[config.mk]
export PLATFORM = sky130hd
export DESIGN_NAME = oam_dma
export DESIGN_NICKNAME = d
export VERILOG_FILES = /design/src/rtl/gb_pkg.sv /design/src/rtl/oam_dma_reg.sv /design/src/rtl/oam_dma.sv
export SDC_FILE = /design/constraint.sdc
export NUM_CORES = 1
export LEC_CHECK = 0
export ABC_AREA = 0
export CORE_ASPECT_RATIO = 1.75
export CORE_UTILIZATION = 40
export CTS_CLUSTER_DIAMETER = 200
export DETAILED_ROUTE_END_ITERATION = 8
export GPL_ROUTABILITY_DRIVEN = 1
export PLACE_DENSITY = 0.81
export SKIP_LAST_GASP = 1
export SLEW_MARGIN = 20
export SYNTH_ARGS = -nofsm -noshare
export SYNTH_HDL_FRONTEND = slang
export SYNTH_SLANG_ARGS = --single-unit
[constraint.sdc]
create_clock -name clockgb -period 2 [get_ports clockgb]
set_clock_uncertainty 0.1 [all_clocks]
set_input_delay 0.4 -clock clockgb [delete_from_list [all_inputs] [get_ports clockgb]]
set_output_delay 0.4 -clock clockgb [all_outputs]
set_load 0.1 [all_outputs]
[src/rtl/gb_pkg.sv]
// Shared definitions for the OAM DMA engine and its register block:
// bus addresses, the DMA state encoding and the source-page remap helper.
package gb_pkg;

    localparam logic [15:0] DMA_REG_ADDR   = 16'hFF46;
    localparam logic [15:0] OAM_BASE       = 16'hFE00;
    localparam logic [7:0]  ECHO_BASE_HI   = 8'hE0;
    localparam logic [7:0]  ECHO_OFFSET_HI = 8'h20;
    localparam logic [7:0]  DMA_SRC_RESET  = 8'hFF;
    localparam logic [7:0]  OPEN_BUS_DATA  = 8'hFF;

    typedef enum logic [2:0] {
        IDLE,
        START,
        READ,
        WAIT,
        WRITE
    } dma_state_t;

    // What a CPU load issued READ_LATENCY cycles ago should return.
    typedef enum logic [1:0] {
        RD_NONE,
        RD_BUS,
        RD_REG,
        RD_BLOCKED
    } rd_kind_t;

    // Source pages in echo RAM (E0..FF) fold back onto WRAM (C0..DF).
    function automatic logic [7:0] src_hi_remap(input logic [7:0] hi);
        return (hi >= ECHO_BASE_HI) ? (hi - ECHO_OFFSET_HI) : hi;
    endfunction

endpackage

[src/rtl/oam_dma_reg.sv]
// FF46 register block: address decode, source-page storage and the
// transfer start pulse.
// Build option OAM_DMA_RESTART_EN: when defined, an FF46 store during a
// transfer reloads the source page and restarts the copy; when undefined
// such stores are ignored.
module dma_reg
    import gb_pkg::*;
(
    input  logic        clockgb,
    input  logic        resetn,
    input  logic [15:0] cpu_address,
    input  logic [7:0]  cpu_indata,
    input  logic        cpu_store,
    input  logic        dma_busy,
    output logic [7:0]  dma_src_hi,
    output logic        reg_sel,
    output logic        start_pulse
);

    logic       w_store_hit;
    logic       w_accept;
    logic [7:0] r_src_hi;

    assign reg_sel     = (cpu_address == DMA_REG_ADDR);
    assign w_store_hit = cpu_store && reg_sel;

`ifdef OAM_DMA_RESTART_EN
    logic w_unused_busy;
    assign w_unused_busy = dma_busy;
    assign w_accept      = w_store_hit;
`else
    assign w_accept      = w_store_hit && !dma_busy;
`endif

    // Source page register; an accepted store takes effect on the same edge
    // that moves the engine into START, so the new page is used immediately.
    always_ff @(posedge clockgb or negedge resetn) begin
        if (!resetn) begin
            r_src_hi <= DMA_SRC_RESET;
        end else if (w_accept) begin
            r_src_hi <= cpu_indata;
        end
    end

    assign dma_src_hi  = r_src_hi;
    assign start_pulse = w_accept;

endmodule

[src/rtl/oam_dma.sv]
// OAM DMA engine: copies DMA_LEN bytes from {FF46, 8'h00} into OAM and owns
// the slave bus while doing so; otherwise CPU traffic passes straight through.
// Build option OAM_DMA_RESTART_EN (see dma_reg) enables restart on an FF46
// store during a transfer.
//
// state | meaning
// IDLE  | CPU traffic forwarded to the slave bus
// START | one-cycle delay after the FF46 store
// READ  | bus_load of source byte idx
// WAIT  | READ_LATENCY cycles for slave data, captured in the last one
// WRITE | bus_store of captured byte to OAM_BASE + idx
module oam_dma
    import gb_pkg::*;
#(
    parameter int READ_LATENCY = 2,
    parameter int DMA_LEN      = 160
) (
    input  logic        clockgb,
    input  logic        resetn,
    input  logic [15:0] cpu_address,
    input  logic [7:0]  cpu_indata,
    output logic [7:0]  cpu_outdata,
    input  logic        cpu_load,
    input  logic        cpu_store,
    output logic [15:0] bus_address,
    output logic [7:0]  bus_indata,
    input  logic [7:0]  bus_outdata,
    output logic        bus_load,
    output logic        bus_store,
    output logic        dma_active
);

    localparam int          CNT_W    = (READ_LATENCY > 1) ? $clog2(READ_LATENCY) : 1;
    localparam logic [7:0]  LAST_IDX = 8'(DMA_LEN - 1);
    localparam logic [CNT_W-1:0] WAIT_LOAD = CNT_W'(READ_LATENCY - 1);

    dma_state_t       r_state;
    dma_state_t       w_next;
    logic [7:0]       r_idx;
    logic [CNT_W-1:0] r_wait_cnt;
    logic [7:0]       r_data;
    logic             r_dma_load;
    logic             r_dma_store;
    logic [15:0]      w_dma_addr;
    logic [7:0]       w_src_hi;
    logic             w_reg_sel;
    logic             w_start;
    logic             w_active;
    rd_kind_t         w_rd_kind;
    rd_kind_t         r_rd_pipe [READ_LATENCY];

    assign w_active = (r_state != IDLE);

    dma_reg u_dma_reg (
        .clockgb     (clockgb),
        .resetn      (resetn),
        .cpu_address (cpu_address),
        .cpu_indata  (cpu_indata),
        .cpu_store   (cpu_store),
        .dma_busy    (w_active),
        .dma_src_hi  (w_src_hi),
        .reg_sel     (w_reg_sel),
        .start_pulse (w_start)
    );

    // State register.
    always_ff @(posedge clockgb or negedge resetn) begin
        if (!resetn) begin
            r_state <= IDLE;
        end else begin
            r_state <= w_next;
        end
    end

    // Next-state logic; an accepted start pulse always wins (restart case).
    always_comb begin
        w_next = r_state;
        case (r_state)
            IDLE:    w_next = IDLE;
            START:   w_next = READ;
            READ:    w_next = WAIT;
            WAIT:    if (r_wait_cnt == '0) w_next = WRITE;
            WRITE:   w_next = (r_idx == LAST_IDX) ? IDLE : READ;
            default: w_next = IDLE;
        endcase
        if (w_start) begin
            w_next = START;
        end
    end

    // Byte index, latency down-counter and captured data byte.
    always_ff @(posedge clockgb or negedge resetn) begin
        if (!resetn) begin
            r_idx      <= 8'h00;
            r_wait_cnt <= '0;
            r_data     <= 8'h00;
        end else begin
            if (w_start) begin
                r_idx <= 8'h00;
            end else if (r_state == WRITE) begin
                r_idx <= (r_idx == LAST_IDX) ? 8'h00 : r_idx + 8'h01;
            end

            if (r_state == READ) begin
                r_wait_cnt <= WAIT_LOAD;
            end else if (r_state == WAIT && r_wait_cnt != '0) begin
                r_wait_cnt <= r_wait_cnt - 1'b1;
            end

            if (r_state == WAIT && r_wait_cnt == '0) begin
                r_data <= bus_outdata;
            end
        end
    end

    // DMA strobes are registered from the next state so they are clean and
    // mutually exclusive.
    always_ff @(posedge clockgb or negedge resetn) begin
        if (!resetn) begin
            r_dma_load  <= 1'b0;
            r_dma_store <= 1'b0;
        end else begin
            r_dma_load  <= (w_next == READ);
            r_dma_store <= (w_next == WRITE);
        end
    end

    assign w_dma_addr = (r_state == WRITE) ? (OAM_BASE + {8'h00, r_idx})
                                           : {src_hi_remap(w_src_hi), r_idx};

    // Slave bus mux: the engine owns the bus while active, CPU otherwise.
    always_comb begin
        bus_address = cpu_address;
        bus_indata  = cpu_indata;
        bus_load    = cpu_load;
        bus_store   = cpu_store;
        if (w_active) begin
            bus_address = w_dma_addr;
            bus_indata  = r_data;
            bus_load    = r_dma_load;
            bus_store   = r_dma_store;
        end
    end

    // Classify each CPU load so the reply READ_LATENCY cycles later comes
    // from the right place; loads issued while active read open bus.
    always_comb begin
        w_rd_kind = RD_NONE;
        if (cpu_load) begin
            if (w_active) begin
                w_rd_kind = RD_BLOCKED;
            end else if (w_reg_sel) begin
                w_rd_kind = RD_REG;
            end else begin
                w_rd_kind = RD_BUS;
            end
        end
    end

    // Load-kind pipeline, aligned with the slave read latency.
    always_ff @(posedge clockgb or negedge resetn) begin
        if (!resetn) begin
            for (int i = 0; i < READ_LATENCY; i++) begin
                r_rd_pipe[i] <= RD_NONE;
            end
        end else begin
            r_rd_pipe[0] <= w_rd_kind;
            for (int i = 1; i < READ_LATENCY; i++) begin
                r_rd_pipe[i] <= r_rd_pipe[i-1];
            end
        end
    end

    // CPU read data return.
    always_comb begin
        cpu_outdata = OPEN_BUS_DATA;
        case (r_rd_pipe[READ_LATENCY-1])
            RD_BUS:  cpu_outdata = bus_outdata;
            RD_REG:  cpu_outdata = w_src_hi;
            default: cpu_outdata = OPEN_BUS_DATA;
        endcase
    end

    assign dma_active = w_active;

endmodule
==> results of run 1 <==
-- cell type report --
| cell class | instances | area, um^2 | share of cell area (%) |
|---|---|---|---|
| multi-input combinational | 162 | 1550 | 37.7 |
| inverter | 5 | 26.3 | 0.637 |
| sequential | 34 | 862 | 20.9 |
| tap | 52 | 65.1 | 1.58 |
| clock buffer | 7 | 86.3 | 2.09 |
| timing repair buffer | 114 | 1530 | 37.0 |
| clock inverter | 1 | 5.00 | 0.121 |
-- cell families after synthesis --
logic type               after synthesis  synth area share, %
buffers and inverters                 16                 3.08
XOR/XNOR                               2                0.899
multiplexers                          17                 10.3
flip-flops                            34                 44.2
adder cells (fa/ha/maj)                4                 2.57
AND/OR/NAND/NOR                      103                 25.4
AO/OA/AOI/OAI                         36                 13.6
-- routing by layer --
layer / track usage (%) / wire length [um]
met3: 7.09 / 633
met5: 0 / 0
met4: 27.1 / 672
met2: 60.5 / 5290
met1: 35.3 / 3240
-- sequential cells by signal (all words and copies together), names as in the netlist --
name                  flops
r_rd_pipe                 4
r_idx                     8
r_data                    8
r_state                   3
r_wait_cnt                1
u_dma_reg.dma_src_hi      8
r_dma_store               1
r_dma_load                1
-- through the flow --
step / total power (W) / setup WS (ps) / TNS, ps / std cells
final: 0.00181 / -261 / -5960 / 375
after global routing: 0.00184 / -272 / -6400 / 375
after CTS: 0.00176 / -216 / -3950 / 371
after detailed placement: 0.00122 / -512 / -8270 / 345
after global placement: 0.00121 / -493 / -7520 / 345
after floorplan: 0.000977 / -101 / -191 / 212
-- how the worst min path moves through the flow --
stage,endpoint,cells past startpoint,startpoint
global placement,r_rd_pipe[0]$_DFF_PN0_,0,r_rd_pipe[2]$_DFF_PN0_
CTS,r_rd_pipe[0]$_DFF_PN0_,0,r_rd_pipe[2]$_DFF_PN0_
finish,r_rd_pipe[0]$_DFF_PN0_,0,r_rd_pipe[2]$_DFF_PN0_
detailed placement,r_rd_pipe[0]$_DFF_PN0_,0,r_rd_pipe[2]$_DFF_PN0_
global route,r_rd_pipe[0]$_DFF_PN0_,0,r_rd_pipe[2]$_DFF_PN0_
floorplan,r_data[0]$_DFFE_PN0P_,0,resetn
-- what timing repair did --
action / CTS / global route
resized for setup: 94 / 49
endpoints found under the setup margin: 52 / 50
cloned: 5 / 0
pin swaps: 36 / 24
setup buffers: 13 / 7
-- placed cells by master (no fill, tap or decap), drive strengths merged, types with 5 or more instances in the layout --
| master | n |
|---|---|
| clkdlybuf4s50 | 19 |
| nand2 | 64 |
| nand3 | 6 |
| nor2 | 11 |
| mux2 | 16 |
| a221o | 8 |
| dlymetal6s2s | 5 |
| nand4 | 5 |
| inv | 5 |
| dfstp | 8 |
| buf | 81 |
| dfrtp | 26 |
| clkbuf | 8 |
| a21oi | 7 |
| dlygate4sd2 | 7 |
| o21ai | 7 |
-- power groups by stage --
stage | Clock [W] | Sequential, W | Combinational [W]
floorplan | 0 | 0.000717 | 0.000259
global placement | 0 | 0.000718 | 0.000495
detailed placement | 0 | 0.000719 | 0.000499
CTS | 0.000544 | 0.000711 | 0.000509
global route | 0.000580 | 0.000715 | 0.000541
finish | 0.000562 | 0.000715 | 0.000532
-- worst register-to-register path, cell delays in order, from the launching register on --
cell and delay (ps):
dfrtp_1 480, nor3_4 250, buf_6 190, buf_12 150, buf_4 150, nand3_2 110, buf_4 180, mux2_2 280
==> metrics.cfg, run 1 <==
[critical_path]
arrival_ps = 1760
crit_chain = nor3_4, buf_6, buf_8, nand2_1, nand2_4, buf_12
startpoint = r_state[2]$_DFF_PN0_
reg2reg_depth = 7
slowest_delay_ps = 480
cp_num_cells = 6
path_max_fanout = 6
critical_path_required_ps = 1500
crit_end = bus_indata[3]
cp_slowest_cell = dfrtp_1
cp_top_family = buffers and inverters
setup.worst_path.class = register to primary output
cp.buffers_inverters = 3
r2r_slack_ps = 40
endpoint_kind = primary output
r2r_end = u_dma_reg.dma_src_hi[2]$_DFFE_PN1N_
timing.rr.start = r_state[2]$_DFF_PN0_
startpoint_type = register

[placement]
gp_congestion = 0.853
dp_hpwl_mm = 4.89
place_area_mm2 = 0.00335
port_buffers = 70

[routing]
finalWirelength_mm = 9.84
drtIter0Drc = 144
wl_per_cell_um = 26.2
vias = 2363
drtPass1Iterations = 4
drc = 0
ant_nets = 0
viasPerCell = 6.30

[power_and_ir_drop]
vdd_drop_max_mv = 0.586
p_int_w = 0.00119
p_seq_share_pct = 39.5
p_sw_share_pct = 34.2
power_density_mw_per_mm2 = 439
switching_power_w = 0.000618
pwr-share-clk_pct = 31.1
pwr-share-comb_pct = 29.4
p_leak_nw = 1.88

[synth]
yosysMostFrequentCell = nand2_1
synthesis.nets = 252
ys_warn_count = 0
synth_cells = 212
synth_top_area_cell = dfrtp_1
syn-cell-area_mm2 = 0.00195
syn_area_per_cell_um2 = 9.20
ys_ff_latch = 34
netlist_top_cells_count = 64 x nand2_1, 26 x dfrtp_1, 13 x mux2_2
yosysSeqAreaShare_pct = 44.2
synth_edf_count = 0
synthFlopType = dfrtp_1
post_synth_main_area_contributors = dfrtp_1 33%, nand2_1 12%, dfstp_2 11%
synth_cell_type_count = 40
synthArstFlopShare_pct = 100
synth_top_area_share_pct = 33.4

[sta]
finalHoldViolCount = 0
slew_headroom_pct = 70.1
max_freq_mhz = 442
finalMaxSlewViolations = 0
finalSetupViolCount = 35
period_needed_ps = 2260
timing.hold.ws_ps = 267
min_period_over_period_pct = 113
rsz0062_at_grt = true
fin_ws_ps = -261
worst_pin_slew_ps = 448

[clock_network]
cts.path.max_buffers = 2
cts_buffers = 5
numClockSinks = 34
cts_tree = yes
h-tree-depth = 2
path_clk_slew_ps = 80
hold_buffers = 0
cts_root_buf = clkbuf_8
clk_latency_ps = 300

[status]
violations = negative setup slack
status = finished with violations

[final_layout]
utilization_pct = 88.4
drive_above_1_share_pct = 64.4
fillers = 152
nets = 362
insertedDiodeCount = 0
area_growth_pct = 112
final_cell_area_mm2 = 0.00412

[floorplanning]
die_h_um = 94.4
core-area_mm2 = 0.00467
die_w_um = 54.8
die-area_mm2 = 0.00517
num_rows = 33
start_util_pct = 41.8
io_pins = 71

[flow_run]
drv_cap = 0

[global_route]
grt.total_usage_pct = 35.6
grt_pass1_wl_mm = 12.6
grt_start_max_net_pins = 35
overflow = 0
antenna_found_initial = 0
grt_pass1_vias = 2453

[hold_path]
hp-class = register to register

No activity file was read; power rests on OpenSTA's default activity.
==> run 2: changes to the inputs <==
--- a/config.mk
+++ b/config.mk
@@ -7,6 +7,7 @@
 export LEC_CHECK = 0
 export ABC_AREA = 0
 export CORE_ASPECT_RATIO = 1.75
+export CORE_MARGIN = 1.5
 export CORE_UTILIZATION = 40
 export CTS_CLUSTER_DIAMETER = 200
 export DETAILED_ROUTE_END_ITERATION = 8
==> run 2 against run 1 <==
Compared with the run above:
- the flow still finishes with violations (negative setup slack)
- sequential power about the same
- sequential share of layout area grew 1.3 points
- count of clock-buffer cells in the layout unchanged
- via count shrank 7.5%
- wire length down 11%
- setup slack better by 71 ps
- global-route usage fell by 6.3 points
- utilization decreased by 5.1 points
- flip-flop and latch count is the same
==> metrics.cfg, run 2 (same netlist as run 1, synthesis figures left out) <==
[critical_path]
crit_chain = nor3_4, buf_6, inv_8, buf_12, o22a_4, buf_12  ; was nor3_4, buf_6, buf_8, nand2_1, nand2_4, buf_12
setup.worst_path.class = register to primary output  ; unchanged
slowest_delay_ps = 460  ; was 480 ps
critPathMostFrequentCell = buf_12
endpoint_kind = primary output  ; unchanged
cp_slowest_cell = dfrtp_2  ; was dfrtp_1
critical_path_required_ps = 1500  ; about the same
startpoint_type = register  ; unchanged
path_max_fanout = 7  ; was 6
arrival_ps = 1690  ; was 1760 ps

[placement]
port_buffers = 70  ; unchanged
dp_slack_ps = -506  ; was -512 ps
gp_congestion = 0.806  ; was 0.853
dp_hpwl_mm = 4.60  ; was 4.89 mm

[final_layout]
drive_above_1_share_pct = 60.1  ; was 64.4%
utilization_pct = 83.3  ; was 88.4%
insertedDiodeCount = 0  ; unchanged
nets = 355  ; was 362
fillers = 210  ; was 152
final_common_cell = buf_12  ; unchanged
area_growth_pct = 99.4  ; was 112%
most-common-layout-cells = 37 x buf_12, 26 x buf_4, 24 x dfrtp_1  ; was 39 x buf_12, 33 x nand2_4, 27 x buf_4

[floorplanning]
die_h_um = 95.4  ; was 94.4 um
io_pins = 71  ; unchanged
die-area_mm2 = 0.00532  ; was 0.00517 mm^2
core-area_mm2 = 0.00467  ; unchanged
num_rows = 33  ; unchanged
die_w_um = 55.8  ; was 54.8 um
start_util_pct = 41.8  ; unchanged

[sta]
min_period_over_period_pct = 110  ; was 113%
fin_ws_ps = -190  ; was -261 ps
max_freq_mhz = 457  ; was 442 MHz
finalMaxSlewViolations = 0  ; unchanged
finalSetupViolCount = 35  ; unchanged
finalHoldViolCount = 0  ; unchanged
slew_headroom_pct = 70.0  ; was 70.1%
rsz0062_at_grt = true  ; unchanged
period_needed_ps = 2190  ; was 2260 ps
worst_pin_slew_ps = 450  ; was 448 ps

[power_and_ir_drop]
p_seq_share_pct = 39.9  ; was 39.5%
pwr-share-clk_pct = 31.1  ; about the same
power_density_mw_per_mm2 = 461  ; was 439 mW/mm^2
p_leak_nw = 1.77  ; was 1.88 nW
pwr-share-comb_pct = 29.0  ; was 29.4%
p_int_w = 0.00119  ; about the same
p_sw_share_pct = 33.8  ; was 34.2%
vdd_drop_max_mv = 0.630  ; was 0.586 mV
switching_power_w = 0.000605  ; was 0.000618 W

[status]
status = finished with violations  ; unchanged
violations = negative setup slack  ; unchanged

[routing]
drtIter0Drc = 116  ; was 144
drtPass1Iterations = 6  ; was 4
ant_nets = 0  ; unchanged
wl_per_cell_um = 23.9  ; was 26.2 um
finalWirelength_mm = 8.79  ; was 9.84 mm
vias = 2186  ; was 2363
viasPerCell = 5.94  ; was 6.30
drc = 0  ; unchanged

[global_route]
antenna_found_initial = 0  ; unchanged
grt_pass1_vias = 2352  ; was 2453
overflow = 0  ; unchanged
grt.total_usage_pct = 29.3  ; was 35.6%
grt_start_max_net_pins = 35  ; unchanged
grt_use_met3_pct = 5.83  ; was 7.09%
top_usage_layer = met2  ; unchanged
grt_pass1_wl_mm = 11.8  ; was 12.6 mm
grtUsageMet2_pct = 54.3  ; was 60.5%
use_met1_pct = 30.8  ; was 35.3%

[clock_network]
numClockSinks = 34  ; unchanged
clk_latency_ps = 290  ; was 300 ps
hold_buffers = 0  ; unchanged
cts.path.max_buffers = 2  ; unchanged
path_clk_slew_ps = 80  ; about the same
cts_root_buf = clkbuf_8  ; unchanged
cts_buffers = 5  ; unchanged
cts_tree = yes  ; unchanged
h-tree-depth = 2  ; unchanged

[flow_run]
drv_cap = 0  ; unchanged

[hold_path]
hp-class = register to register  ; unchanged

## run 2: changes by cell type in the layout (fill, tap and decap cells not counted), moves of 2 or more
cell / previous run / this run
nand2_4: 33 / 20
nand2_1: 12 / 22
buf_16: 3 / 0
buf_6: 8 / 5
nand2_2: 18 / 21
buf_12: 39 / 37
dlygate4sd2_1: 7 / 5
o21ai_0: 4 / 6
## run 2: path summary, 6_finish.rpt
check | startpoint | end | slack (ps) | depth (start not counted)
worst min-delay path | r_rd_pipe[3]$_DFF_PN0_ | r_rd_pipe[1]$_DFF_PN0_ | 250 | 0
min in group asynchronous | resetn | r_data[3]$_DFFE_PN0P_ | 460 | 2
worst max-delay path | r_state[1]$_DFF_PN0_ | bus_address[10] | -190 | 6
worst max register to register | r_state[1]$_DFF_PN0_ | r_idx[3]$_DFFE_PN0P_ | 10 | 9
worst min register to register | r_rd_pipe[3]$_DFF_PN0_ | r_rd_pipe[1]$_DFF_PN0_ | 250 | 0
max in group asynchronous | resetn | r_state[1]$_DFF_PN0_ | 980 | 2
## run 2: power by group through the flow
| stage | combinational [W] | clock [W] | sequential [W] |
|---|---|---|---|
| final | 0.000519 | 0.000558 | 0.000715 |
| after global routing | 0.000532 | 0.000580 | 0.000715 |
| after CTS | 0.000504 | 0.000532 | 0.000709 |
| after detailed placement | 0.000494 | 0 | 0.000719 |
| after global placement | 0.000493 | 0 | 0.000718 |
| after floorplan | 0.000259 | 0 | 0.000717 |
## run 2: worst max-delay path, delay by kind of cell, from the launching register on
kind	cells	cell delay, ps
DFF	1	460
and+or+nand+nor	1	230
buffers and inverters	4	500
AOI/OAI and AO/OA	1	210
## run 2: final cells by class
cell class	count	area, um^2	area share, %
Clock buffer	7	86.3	2.22
Clock inverter	1	5.00	0.129
Inverter	5	26.3	0.676
Multi-Input combinational cell	162	1440	37.0
Sequential cell	34	863	22.2
Tap cell	52	65.1	1.67
Timing Repair Buffer	107	1400	36.0
## run 2: through the flow
stage	instances	hold slack, ps	setup TNS [ps]	area [um^2]	power, W
detailed placement	342	235	-7940	3320	0.00121
finish	368	253	-4650	3890	0.00179
global placement	342	234	-7530	3320	0.00121
global route	368	259	-6030	3890	0.00183
floorplan	212	4.41	-191	2110	0.000977
CTS	366	251	-3610	3700	0.00175
## run 2: per-layer routing
metal	up-vias	routed length, um	part of all wire (%)
li1	951	-	-
met5	-	0	0
met1	1080	2970	34
met4	0	320	3.6
met2	129	4890	56
met3	26	614	7.0
## run 2: what timing repair did
action / in CTS / in global routing
setup buffers: 13 / 4
pin swaps: 14 / 25
endpoints found under the setup margin: 51 / 52
cloned: 3 / 1
gates resized for setup: 64 / 51
